## config.mk

```make
export PLATFORM = sky130hd
export DESIGN_NAME = gray_tp_sequencer
export DESIGN_NICKNAME = d
export VERILOG_FILES = /design/src/rtl/gray_tp_sequencer.sv
export SDC_FILE = /design/constraint.sdc
export NUM_CORES = 1
export LEC_CHECK = 0
export ABC_AREA = 1
export CAP_MARGIN = 15
export CORE_MARGIN = 2
export CORE_UTILIZATION = 45
export DETAILED_ROUTE_END_ITERATION = 8
export GPL_TIMING_DRIVEN = 0
export PLACE_DENSITY = 0.8
export SYNTH_ARGS = -nofsm -noshare
export SYNTH_HDL_FRONTEND = slang
export SYNTH_SLANG_ARGS = --single-unit
```

## constraint.sdc

```tcl
create_clock -name clk -period 2.1 [get_ports clk]
set_input_delay 0.63 -clock clk [delete_from_list [all_inputs] [get_ports clk]]
set_output_delay 0.63 -clock clk [all_outputs]
set_load 0.05 [all_outputs]
```

## src/rtl/gray_tp_sequencer.sv

```systemverilog
`default_nettype none
// ============================================================================
// Module      : gray_tp_sequencer
// Description : Chase test-pattern scheduler for one codeword. A binary
//               pattern counter is converted to a GC_LEN-bit Gray code. Each
//               issued pattern carries a registered one-hot select telling the
//               datapath which LRP bit flipped relative to the previous
//               pattern (sel[0] = reuse previous, sel[k+1] = toggle bit k).
//               Optional feature macro: GRAY_TP_EARLY_TERM_EN adds an
//               i_early_term input that ends the sequence on any accept.
// Revision    : 1.0 - initial release
// ============================================================================
module gray_tp_sequencer #(
    parameter int GC_LEN     = 2,
    parameter int SEL_LENGTH = 3
) (
    input  logic                  clk,
    input  logic                  rst,
    input  logic                  i_start,
    input  logic [GC_LEN:0]       i_num_tp,
    output logic                  o_ready,
    output logic                  o_tp_valid,
    input  logic                  i_tp_ready,
`ifdef GRAY_TP_EARLY_TERM_EN
    input  logic                  i_early_term,
`endif
    output logic [GC_LEN-1:0]     o_gc,
    output logic [SEL_LENGTH-1:0] o_sel_TP,
    output logic                  o_last,
    output logic                  o_done
);

    // Largest pattern count and the matching last counter index.
    localparam logic [GC_LEN:0]     MAX_TP   = (GC_LEN+1)'(1) << GC_LEN;
    localparam logic [GC_LEN-1:0]   MAX_IDX  = {GC_LEN{1'b1}};
    localparam logic [SEL_LENGTH-1:0] SEL_REUSE = SEL_LENGTH'(1);

    typedef enum logic [1:0] {
        ST_IDLE  = 2'd0,
        ST_ISSUE = 2'd1,
        ST_DONE  = 2'd2
    } state_t;

    state_t                  state_q, state_d;
    logic [GC_LEN-1:0]       b_q, b_d;
    logic [GC_LEN-1:0]       last_idx_q, last_idx_d;
    logic [GC_LEN-1:0]       gc_q, gc_d;
    logic [SEL_LENGTH-1:0]   sel_q, sel_d;
    logic                    valid_q, valid_d;
    logic                    last_q, last_d;
    logic                    done_q, done_d;
    logic                    ready_q, ready_d;

    logic [GC_LEN:0]         w_num_m1;
    logic [GC_LEN-1:0]       w_start_last_idx;
    logic [GC_LEN-1:0]       w_b_inc;
    logic [GC_LEN-1:0]       w_gc_inc;
    logic [GC_LEN:0]         w_flip_sel;
    logic                    w_accept;
    logic                    w_end_seq;

    function automatic logic [GC_LEN-1:0] to_gray(input logic [GC_LEN-1:0] bin);
        return bin ^ (bin >> 1);
    endfunction

    // Clamp the requested count into a last-index: 0 or over-range means all patterns.
    always_comb begin
        w_num_m1 = i_num_tp - (GC_LEN+1)'(1);
        if ((i_num_tp == '0) || (i_num_tp > MAX_TP)) begin
            w_start_last_idx = MAX_IDX;
        end else begin
            w_start_last_idx = w_num_m1[GC_LEN-1:0];
        end
    end

    // Next pattern's Gray code and the single flipped bit shifted past the reuse slot.
    always_comb begin
        w_b_inc    = b_q + GC_LEN'(1);
        w_gc_inc   = to_gray(w_b_inc);
        w_flip_sel = {w_gc_inc ^ gc_q, 1'b0};
        w_accept   = valid_q & i_tp_ready;
`ifdef GRAY_TP_EARLY_TERM_EN
        w_end_seq  = last_q | i_early_term;
`else
        w_end_seq  = last_q;
`endif
    end

    // Next-state and registered-output computation; everything holds by default.
    always_comb begin
        state_d    = state_q;
        b_d        = b_q;
        last_idx_d = last_idx_q;
        gc_d       = gc_q;
        sel_d      = sel_q;
        valid_d    = valid_q;
        last_d     = last_q;
        done_d     = 1'b0;
        ready_d    = ready_q;

        case (state_q)
            ST_IDLE: begin
                ready_d = 1'b1;
                valid_d = 1'b0;
                if (i_start) begin
                    state_d    = ST_ISSUE;
                    last_idx_d = w_start_last_idx;
                    b_d        = '0;
                    gc_d       = '0;
                    sel_d      = SEL_REUSE;
                    valid_d    = 1'b1;
                    last_d     = (w_start_last_idx == '0);
                    ready_d    = 1'b0;
                end
            end

            ST_ISSUE: begin
                // Without an accept the pattern stays put (stall).
                if (w_accept) begin
                    if (w_end_seq) begin
                        state_d = ST_DONE;
                        valid_d = 1'b0;
                        last_d  = 1'b0;
                        done_d  = 1'b1;
                        b_d     = '0;
                        gc_d    = '0;
                        sel_d   = SEL_REUSE;
                    end else begin
                        b_d    = w_b_inc;
                        gc_d   = w_gc_inc;
                        sel_d  = SEL_LENGTH'(w_flip_sel);
                        last_d = (w_b_inc == last_idx_q);
                    end
                end
            end

            ST_DONE: begin
                state_d = ST_IDLE;
                ready_d = 1'b1;
            end

            default: begin
                state_d = ST_IDLE;
                ready_d = 1'b1;
                valid_d = 1'b0;
                last_d  = 1'b0;
                b_d     = '0;
                gc_d    = '0;
                sel_d   = SEL_REUSE;
            end
        endcase
    end

    // State and output registers with asynchronous reset to the idle values.
    always_ff @(posedge clk or posedge rst) begin
        if (rst) begin
            state_q    <= ST_IDLE;
            b_q        <= '0;
            last_idx_q <= '0;
            gc_q       <= '0;
            sel_q      <= SEL_REUSE;
            valid_q    <= 1'b0;
            last_q     <= 1'b0;
            done_q     <= 1'b0;
            ready_q    <= 1'b1;
        end else begin
            state_q    <= state_d;
            b_q        <= b_d;
            last_idx_q <= last_idx_d;
            gc_q       <= gc_d;
            sel_q      <= sel_d;
            valid_q    <= valid_d;
            last_q     <= last_d;
            done_q     <= done_d;
            ready_q    <= ready_d;
        end
    end

    // Ports are driven straight from flops.
    always_comb begin
        o_ready    = ready_q;
        o_tp_valid = valid_q;
        o_gc       = gc_q;
        o_sel_TP   = sel_q;
        o_last     = last_q;
        o_done     = done_q;
    end

endmodule
`default_nettype wire
```

# == After elaboration in Yosys (flattened, before gate mapping) ==
# Index checks and enable logic that the tools add are counted.
# op_classes
n_addsub,2
order_cmp,1
eq_ne,6
muxes,29
n_bitwise,4
n_reduce_logical,8
# ops
op,n
$mux W2,9
$pmux W2 S3,2
$mux W1,10
$mux W3,3
$pmux W3 S3,1
$reduce_and A3 Y1,3
$ne A2 B2 Y1 const B,3
$pmux W1 S3,2
$logic_not A2 Y1,2
$pmux W2 S2,1
$gt A3 B3 Y1 const B,1
$logic_not A3 Y1,1
$add A2 B1 Y2 const B,1
$eq A2 B1 Y1 const B,1
$eq A2 B2 Y1,1
$eq A2 B2 Y1 const B,1
$pmux W1 S2,1
$reduce_and A2 Y1,1
$sub A2 B1 Y2 const B,1
$xor A2 B1 Y2,1
$xor A2 B2 Y2,1
$and A1 B1 Y1,1
$logic_or A1 B1 Y1,1
$not A1 Y1,1
# word_totals
ff_bits,15
output_inout_bits,9

# == Longest topological paths before layout ==
# Gate-level depths: netlist (run 1).
# depth
ltp_word,6
depth_mapped,8
ltp_nobuf,8

# == Least setup slack after synthesis (run 1) ==
# Ideal clock, no wire load.
# synth_timing
path_kind,input -> register
from,input port i_num_tp[0]
to,register last_idx_q[1]
setup_ps,123
arrival_ps,1244
required_time_ps,1977
path_slack_ps,733
path_stages,7
path_buffers,0
cell_sequence,inv_1 ha_1 inv_1 a21oi_1 o21ai_0 nor2_1 a21oi_1
# synth_between
elab_chain_cells,3
word_cells_on_any_way,5
# synth_lines
item,line_no,source
from (decl),20,"input logic [GC_LEN:0] i_num_tp,"
$gt A3 B3 Y1 / $logic_not A3 Y1 (equally long branches),69,if ((i_num_tp == '0) || (i_num_tp > MAX_TP)) begin
$logic_or A1 B1 Y1,69,
$mux W2 *,69,
to (signal assigned),169,last_idx_q <= last_idx_d;
to (decl),46,"logic [GC_LEN-1:0] last_idx_q, last_idx_d;"
# Every way passes the cells marked *; elsewhere a longest branch is shown, timed or not.
# A chain may end at the register's enable or synchronous reset.

==> results of run 1 <==
## sequential cells by signal (all words and copies together) (netlist names), 2 cells and up
register,flops
b_q,2
last_idx_q,2
o_sel_TP,3
state_q,2
## Yosys cell counts (all sizes together)
library cell  number  area (um^2)
o21a               1         7.51
buf                1         7.51
dfstp              2         52.6
inv               18         67.6
clkinv             1         5.00
nand2             26          113
nor3               1         5.00
nand4              1         6.26
xnor2              1         8.76
o21ai              8         40.0
nor2               7         26.3
dfrtp             12          300
a21oi              3         15.0
ha                 1         12.5
nand3              6         42.5
## worst min-delay path: cells and delay by family (launching register included)
kind,cells,cell delay (ns)
flip-flops,1,0.35
AND/OR/NAND/NOR,2,0.10
## cell type report
class / count / share of cell area (%)
sequential: 14 / 39.2
tap: 16 / 2.23
inverter: 19 / 8.07
timing repair buffer: 15 / 16.4
clock buffer: 3 / 2.50
multi-input combinational: 55 / 30.7
buffer: 1 / 0.834
## worst min-delay path by stage
stage,start,endpoint,slack [ns],depth (start not counted)
5_1_grt,o_sel_TP[1],o_sel_TP[1],0.53,2
2_1_floorplan,last_idx_q[0],last_idx_q[0],0.51,2
6_report,o_sel_TP[1],o_sel_TP[1],0.49,2
3_3_place_gp,o_sel_TP[1],o_sel_TP[1],0.46,2
3_5_place_dp,o_sel_TP[1],o_sel_TP[1],0.48,2
4_1_cts,o_sel_TP[1],o_sel_TP[1],0.50,2
## cell families after synthesis
logic type | after synthesis | share of synthesized area [%]
fa+ha+maj | 1 | 1.76
compound gates | 12 | 8.82
xor+xnor | 1 | 1.23
buf+inv | 20 | 11.3
flops | 14 | 49.7
simple gates | 41 | 27.2
## power breakdown
group	internal (W)	switching, W	leakage, nW
clock	0.0000666	0.0000846	0.0138
sequential	0.000393	0.0000854	0.169
combinational	0.000247	0.000537	0.330
total	0.000706	0.000707	0.513
## per-layer routing
metal | vias to the layer above | part of all wire, % | GRT usage, %
li1 | 309 | - | -
met5 | - | 0 | 0
met3 | 5 | 3.6 | 2.50
met1 | 260 | 46 | 22.1
met2 | 14 | 46 | 26.5
met4 | 0 | 3.4 | 10.9
## timing repair
item,CTS,global route
setup endpoints to repair,6,2
setup buffers,0,0
endpoints found under the hold margin,0,0
gates resized for setup,6,2
## through the flow
stage	power (W)	utilization (%)	std cells	hold WS, ns
after floorplan	0.00109	-	89	0.506
after global placement	0.00130	59.1	120	0.464
after detailed placement	0.00132	59.1	120	0.476
after CTS	0.00143	60.1	123	0.497
after global routing	0.00154	60.4	123	0.533
final	0.00141	60.4	123	0.490
==> Implementation_results.wiki, run 1 <==
{| class="wikitable"
! Metric !! Value
|-
| Total grt overflow || 0
|-
| Number of buffers on the longest clock path || 2
|-
| Last element of the critical path || o_gc[1]
|-
| Layout cells sized above 1 || 12.1%
|-
| # nets final || 117
|-
| Critical-path cell list || buf_4, dlygate4sd2_1
|-
| Vias per Instance || 4.78
|-
| RSZ-0062 raised after global routing || no
|-
| Post-route ant nets || 0
|-
| Register-to-register path setup slack || between 0.9 and 1 ns
|-
| Share of synthesized area occupied by flip-flops and latches || roughly half
|-
| I/O pins || 16
|-
| Yosys warning total || 0
|-
| Total nets after synthesis || slightly below 100
|-
| Filler cell count in the final layout || ~140
|-
| Overall die width || between 40 and 50 um
|-
| Final setup violation count || 0
|-
| Count of pins over their slew limit || 0
|-
| Detailed-route via count || 588
|-
| Count of cell types in the netlist || 19
|-
| H-Tree Level Count || 1
|-
| Commonest non-fill, non-tap cell in the layout || sky130_fd_sc_hd__nand2_1
|-
| Floorplan row count || 14
|-
| Result of the run || completed
|-
| Drc violations || 0
|-
| R2r startpoint || o_tp_valid
|-
| Clock buffers created by TritonCTS || 3
|-
| Critical Path Start Type || flop
|-
| Final TNS setup || 0 ns
|-
| Worst supply voltage drop on vdd || 0.000843 V
|-
| Area of the core || 0.00149 mm^2
|-
| Static Leakage || 0.513 nW
|-
| Slowest cell on the critical path || sky130_fd_sc_hd__dlygate4sd2_1
|-
| Total power per unit cell area || 1570 mW/mm^2
|-
| Highest achievable clock rate || 491 MHz
|-
| Synthesized area || 709 um^2
|-
| Diode insertion count for antenna repair || 0
|-
| Area of the multi-input gates || 277 um^2
|-
| Design Area, Final || ~900 um^2
|-
| Flip-flop and latch area || 353 um^2
|-
| Number of global-route vias before repair || 573
|-
| Worst clock skew || 0.000679 ns
|-
| CTS tree || built
|-
| Post-DR wirelength/cell || 9.91 um
|-
| Worst Path Arrival || 1.41 ns
|-
| Gr usage total || between 15 and 20%
|-
| Required time of the critical path || 1.47 ns
|-
| Post-CTS Hold Buffers || 0
|-
| Post-route worst setup slack || 0.0619 ns
|-
| DIE HEIGHT || 43.7 um
|-
| Drt pass-1 iters || 4
|-
| Die area || 0.00191 mm^2
|-
| End of the worst register-to-register path || b_q[1]
|-
| Worst path bufs/invs || 2
|-
| Weighted congestion reported at the end of routability-driven placement || 0.836
|-
| Post-Place Cell Area || 880 um^2
|-
| Final hold vios || 0
|-
| Total number of cells along the worst setup path || 2
|-
| Count of maximum capacitance violations || 0
|-
| Mean cell area of the mapped netlist || 7.97 um^2
|-
| Endpoint class of the critical path || output pin
|-
| HPWL Detailed || ~950 um
|-
| Flip-flop and latch count after synthesis || 14
|-
| Clock latency on the worst-skew pair || 0.28 ns
|-
| Fraction of the cycle the final worst path needs || 97.1%
|-
| Slew of the pin with the lowest slew margin || 0.530 ns
|-
| Type of the worst min-delay path || reg -> reg
|-
| First DRT Iteration DRCs || 9
|-
| Maximum single-stage delay on the critical path || 0.51 ns
|-
| CP Class || reg -> out
|-
| Post-placement worst setup slack || roughly 0.11 ns
|-
| Maximum number of pins on one net before global-route repair || 15
|-
| Largest fanout on the critical path || 7
|-
| Wire length of the first global-routing pass || 2370 um
|-
| Crit path max-delay family || buffers and inverters
|-
| Initial cell density of the core || 47.6%
|-
| Count of buffers inserted at the top-level ports || 15
|-
| Worst Reg-to-Reg Cells || 7
|-
| Origin of the worst setup path || b_q[1]
|-
| Tmin final || 2.04 ns
|-
| Instance count of the mapped netlist || 89
|-
| Routed Wire Length || 1220 um
|-
| Cell chosen for the clock root || sky130_fd_sc_hd__clkbuf_4
|-
| Total clock sinks || 14
|-
| Relative slew slack || about 65%
|-
| Clock edge transition at the registers on the reported setup and hold paths || 0.08 ns
|-
| Commonest cells after routing, fill and taps aside || sky130_fd_sc_hd__nand2_1, sky130_fd_sc_hd__inv_1, sky130_fd_sc_hd__dfrtp_1
|-
| Layout overhead on the synthesized area || 26.8%
|-
| Number of antenna violations at the first check in global routing || 0
|}
Power figures use the tool's default switching activity.
==> run 2: changes to the inputs <==
clock period = 2.5 ns   (was 2.1 ns; I/O delays follow)
==> run 2 against run 1 <==
Effect of this change: hold slack improved by 0.0067 ns; power decreased by 14%; critical path type unchanged; via count decreased by 0.68%; sequential share of layout area decreased by 0.11 points; sequential power decreased by 15%; utilization increased by 0.17 points; die area unchanged; critical endpoint unchanged; largest cell class unchanged; cell count unchanged; global-route usage decreased by 0.26 points; first-iteration DRC count unchanged; count of clock-buffer cells in the layout unchanged.
==> Implementation_results.wiki, run 2 (synthesis gave the netlist of run 1 again) <==
{| class="wikitable"
! Metric !! Value
|-
| Hold_sp || o_sel_TP[1] (unchanged)
|-
| Overall die width || 43.7 um (unchanged)
|-
| WHS Endpoint || o_sel_TP[1] (unchanged)
|-
| RSZ-0062 raised after global routing || no (unchanged)
|-
| Number of global-route vias before repair || 562 (was 573)
|-
| Largest fanout on the critical path || 7 (unchanged)
|-
| Static Leakage || 0.472 nW (was 0.513 nW)
|-
| Final TNS setup || 0 ns (unchanged)
|-
| Commonest cells after routing, fill and taps aside || sky130_fd_sc_hd__nand2_1, sky130_fd_sc_hd__inv_1, sky130_fd_sc_hd__clkdlybuf4s50_1, sky130_fd_sc_hd__dfrtp_1 (was sky130_fd_sc_hd__nand2_1, sky130_fd_sc_hd__inv_1, sky130_fd_sc_hd__dfrtp_1)
|-
| End of the worst register-to-register path || b_q[1] (unchanged)
|-
| Total clock sinks || 14 (unchanged)
|-
| Initial cell density of the core || 47.6% (unchanged)
|-
| Number of gates resized after CTS || 0 (was 6)
|-
| Setup Fix Bufs, Post-CTS || 0 (unchanged)
|-
| Maximum number of pins on one net before global-route repair || 15 (unchanged)
|-
| Filler cell count in the final layout || 140 (was 144)
|-
| Worst path bufs/invs || 2 (unchanged)
|-
| Maximum single-stage delay on the critical path || 0.78 ns (was 0.51 ns)
|-
| Final hold vios || 0 (unchanged)
|-
| Routed Wire Length || 1210 um (was 1220 um)
|-
| Worst Path Arrival || 1.68 ns (was 1.41 ns)
|-
| I/O pins || 16 (unchanged)
|-
| Clock buffers created by TritonCTS || 3 (unchanged)
|-
| Weighted congestion reported at the end of routability-driven placement || 0.836 (unchanged)
|-
| Final design utilization || 60.6% (was 60.4%)
|-
| Floorplan row count || 14 (unchanged)
|-
| Required time of the critical path || 1.75 ns (was 1.47 ns)
|-
| Crit path max-delay family || buffers and inverters (unchanged)
|-
| Flip-flop and latch area || 353 um^2 (unchanged)
|-
| Commonest non-fill, non-tap cell in the layout || sky130_fd_sc_hd__nand2_1 (unchanged)
|-
| Worst clock skew || 0.000557 ns (was 0.000679 ns)
|-
| Post-route ant nets || 0 (unchanged)
|-
| Tmin final || between 2 and 2.5 ns
|-
| Total grt overflow || 0 (unchanged)
|-
| Clock edge transition at the registers on the reported setup and hold paths || 0.08 ns (about the same)
|-
| Area of the core || 0.00149 mm^2 (unchanged)
|-
| Count of pins over their slew limit || 0 (unchanged)
|-
| Wire length of the first global-routing pass || 2330 um (was 2370 um)
|-
| HPWL Detailed || 948 um (unchanged)
|-
| Slowest cell on the critical path || sky130_fd_sc_hd__clkdlybuf4s50_1 (was sky130_fd_sc_hd__dlygate4sd2_1)
|-
| Fraction of the cycle the final worst path needs || 97.1%
|-
| Area of the multi-input gates || 277 um^2 (unchanged)
|-
| Number of flip-flops in the largest register || 3 (unchanged)
|-
| Count of maximum capacitance violations || 0 (unchanged)
|-
| Critical-path cell list || buf_4, clkdlybuf4s50_1 (was buf_4, dlygate4sd2_1)
|-
| First DRT Iteration DRCs || 9 (unchanged)
|-
| CTS tree || built (unchanged)
|-
| Post-DR wirelength/cell || 9.85 um (was 9.91 um)
|-
| Worst supply voltage drop on vdd || 0.000726 V (was 0.000843 V)
|-
| Layout cells sized above 1 || 12.1% (unchanged)
|-
| Type of the worst min-delay path || reg -> reg (unchanged)
|-
| Cell chosen for the clock root || sky130_fd_sc_hd__clkbuf_4 (unchanged)
|-
| Post-CTS Hold Buffers || 0 (unchanged)
|-
| Clock latency on the worst-skew pair || 0.28 ns (about the same)
|-
| Diode insertion count for antenna repair || 0 (unchanged)
|-
| Vias per Instance || 4.75 (was 4.78)
|-
| Worst Reg-to-Reg Cells || 7 (unchanged)
|-
| Drt pass-1 iters || 4 (unchanged)
|-
| Worst hold path stage count || 2 (unchanged)
|-
| Origin of the worst setup path || b_q[1] (unchanged)
|-
| DIE HEIGHT || 43.7 um (unchanged)
|-
| Detailed-route via count || 584 (was 588)
|-
| Endpoint class of the critical path || output pin (unchanged)
|-
| Critical Path Start Type || flop (unchanged)
|-
| Result of the run || completed (unchanged)
|-
| Number of antenna violations at the first check in global routing || 0 (unchanged)
|-
| Register-to-register path setup slack || 1.36 ns (was 0.97 ns)
|-
| Layout overhead on the synthesized area || 27.2% (was 26.8%)
|-
| # nets final || 117 (unchanged)
|-
| Gr usage total || 16.8% (was 17.0%)
|-
| Final setup violation count || 0 (unchanged)
|-
| Total power per unit cell area || 1350 mW/mm^2 (was 1570 mW/mm^2)
|-
| Highest achievable clock rate || 412 MHz
|-
| Number of buffers on the longest clock path || 2 (unchanged)
|-
| R2r startpoint || o_tp_valid (unchanged)
|-
| Slew of the pin with the lowest slew margin || 0.531 ns (was 0.530 ns)
|-
| CP Class || reg -> out (unchanged)
|-
| Die area || 0.00191 mm^2 (unchanged)
|-
| Count of buffers inserted at the top-level ports || 15 (unchanged)
|-
| H-Tree Level Count || 1 (unchanged)
|-
| Relative slew slack || 64.6% (about the same)
|-
| Drc violations || 0 (unchanged)
|-
| Worst hold-check slack || 0.496 ns (was 0.490 ns)
|}
[run 2: cell types whose count changed in the layout (fill, tap and decap cells not counted)]
cell,delta
sky130_fd_sc_hd__clkdlybuf4s50_1,+8
sky130_fd_sc_hd__dlymetal6s2s_1,-2
sky130_fd_sc_hd__dlygate4sd2_1,-6
[run 2: report_power, final]
group          total, W  internal (W)  leakage [nW]  switching [W]
combinational  0.000691      0.000240         0.289       0.000451
clock          0.000127     0.0000559        0.0138      0.0000709
sequential     0.000404      0.000330         0.169      0.0000741
total           0.00122      0.000626         0.472       0.000596
[run 2: worst max-delay path by stage]
stage | depth (start not counted) | slack (ns) | end
floorplan | 7 | 1.01 | last_idx_q[1]
global placement | 2 | 0.38 | o_gc[1]
detailed placement | 2 | 0.39 | o_gc[1]
CTS | 2 | 0.07 | o_gc[1]
global route | 2 | 0.03 | o_gc[1]
finish | 2 | 0.07 | o_gc[1]
[run 2: final cells by class]
cell class | instances | share of cell area (%)
sequential | 14 | 39.1
multi-input combinational | 55 | 30.7
timing repair buffer | 15 | 16.6
inverter | 19 | 8.04
clock buffer | 3 | 2.50
tap | 16 | 2.22
buffer | 1 | 0.832
[run 2: through the flow]
| stage | instances | area, um^2 | setup slack, ns | power [W] |
|---|---|---|---|---|
| after global routing | 123 | 902 | 0.0281 | 0.00133 |
| after detailed placement | 120 | 880 | 0.385 | 0.00111 |
| final | 123 | 902 | 0.0725 | 0.00122 |
| after CTS | 123 | 902 | 0.0683 | 0.00124 |
| after global placement | 120 | 880 | 0.384 | 0.00109 |
| after floorplan | 89 | 709 | 1.01 | 0.000919 |
[run 2: worst min-delay path: stages, from the launching register on]
cell	delay (ns)
sky130_fd_sc_hd__dfrtp_1	0.36
sky130_fd_sc_hd__nand2_1	0.06
sky130_fd_sc_hd__nand2_1	0.05
[run 2: per-layer routing]
| layer | global-route usage [%] | part of all wire [%] |
|---|---|---|
| met1 | 21.5 | 46 |
| met2 | 26.2 | 47 |
| met3 | 2.50 | 3.3 |
| met4 | 10.9 | 3.5 |
| met5 | 0 | 0 |
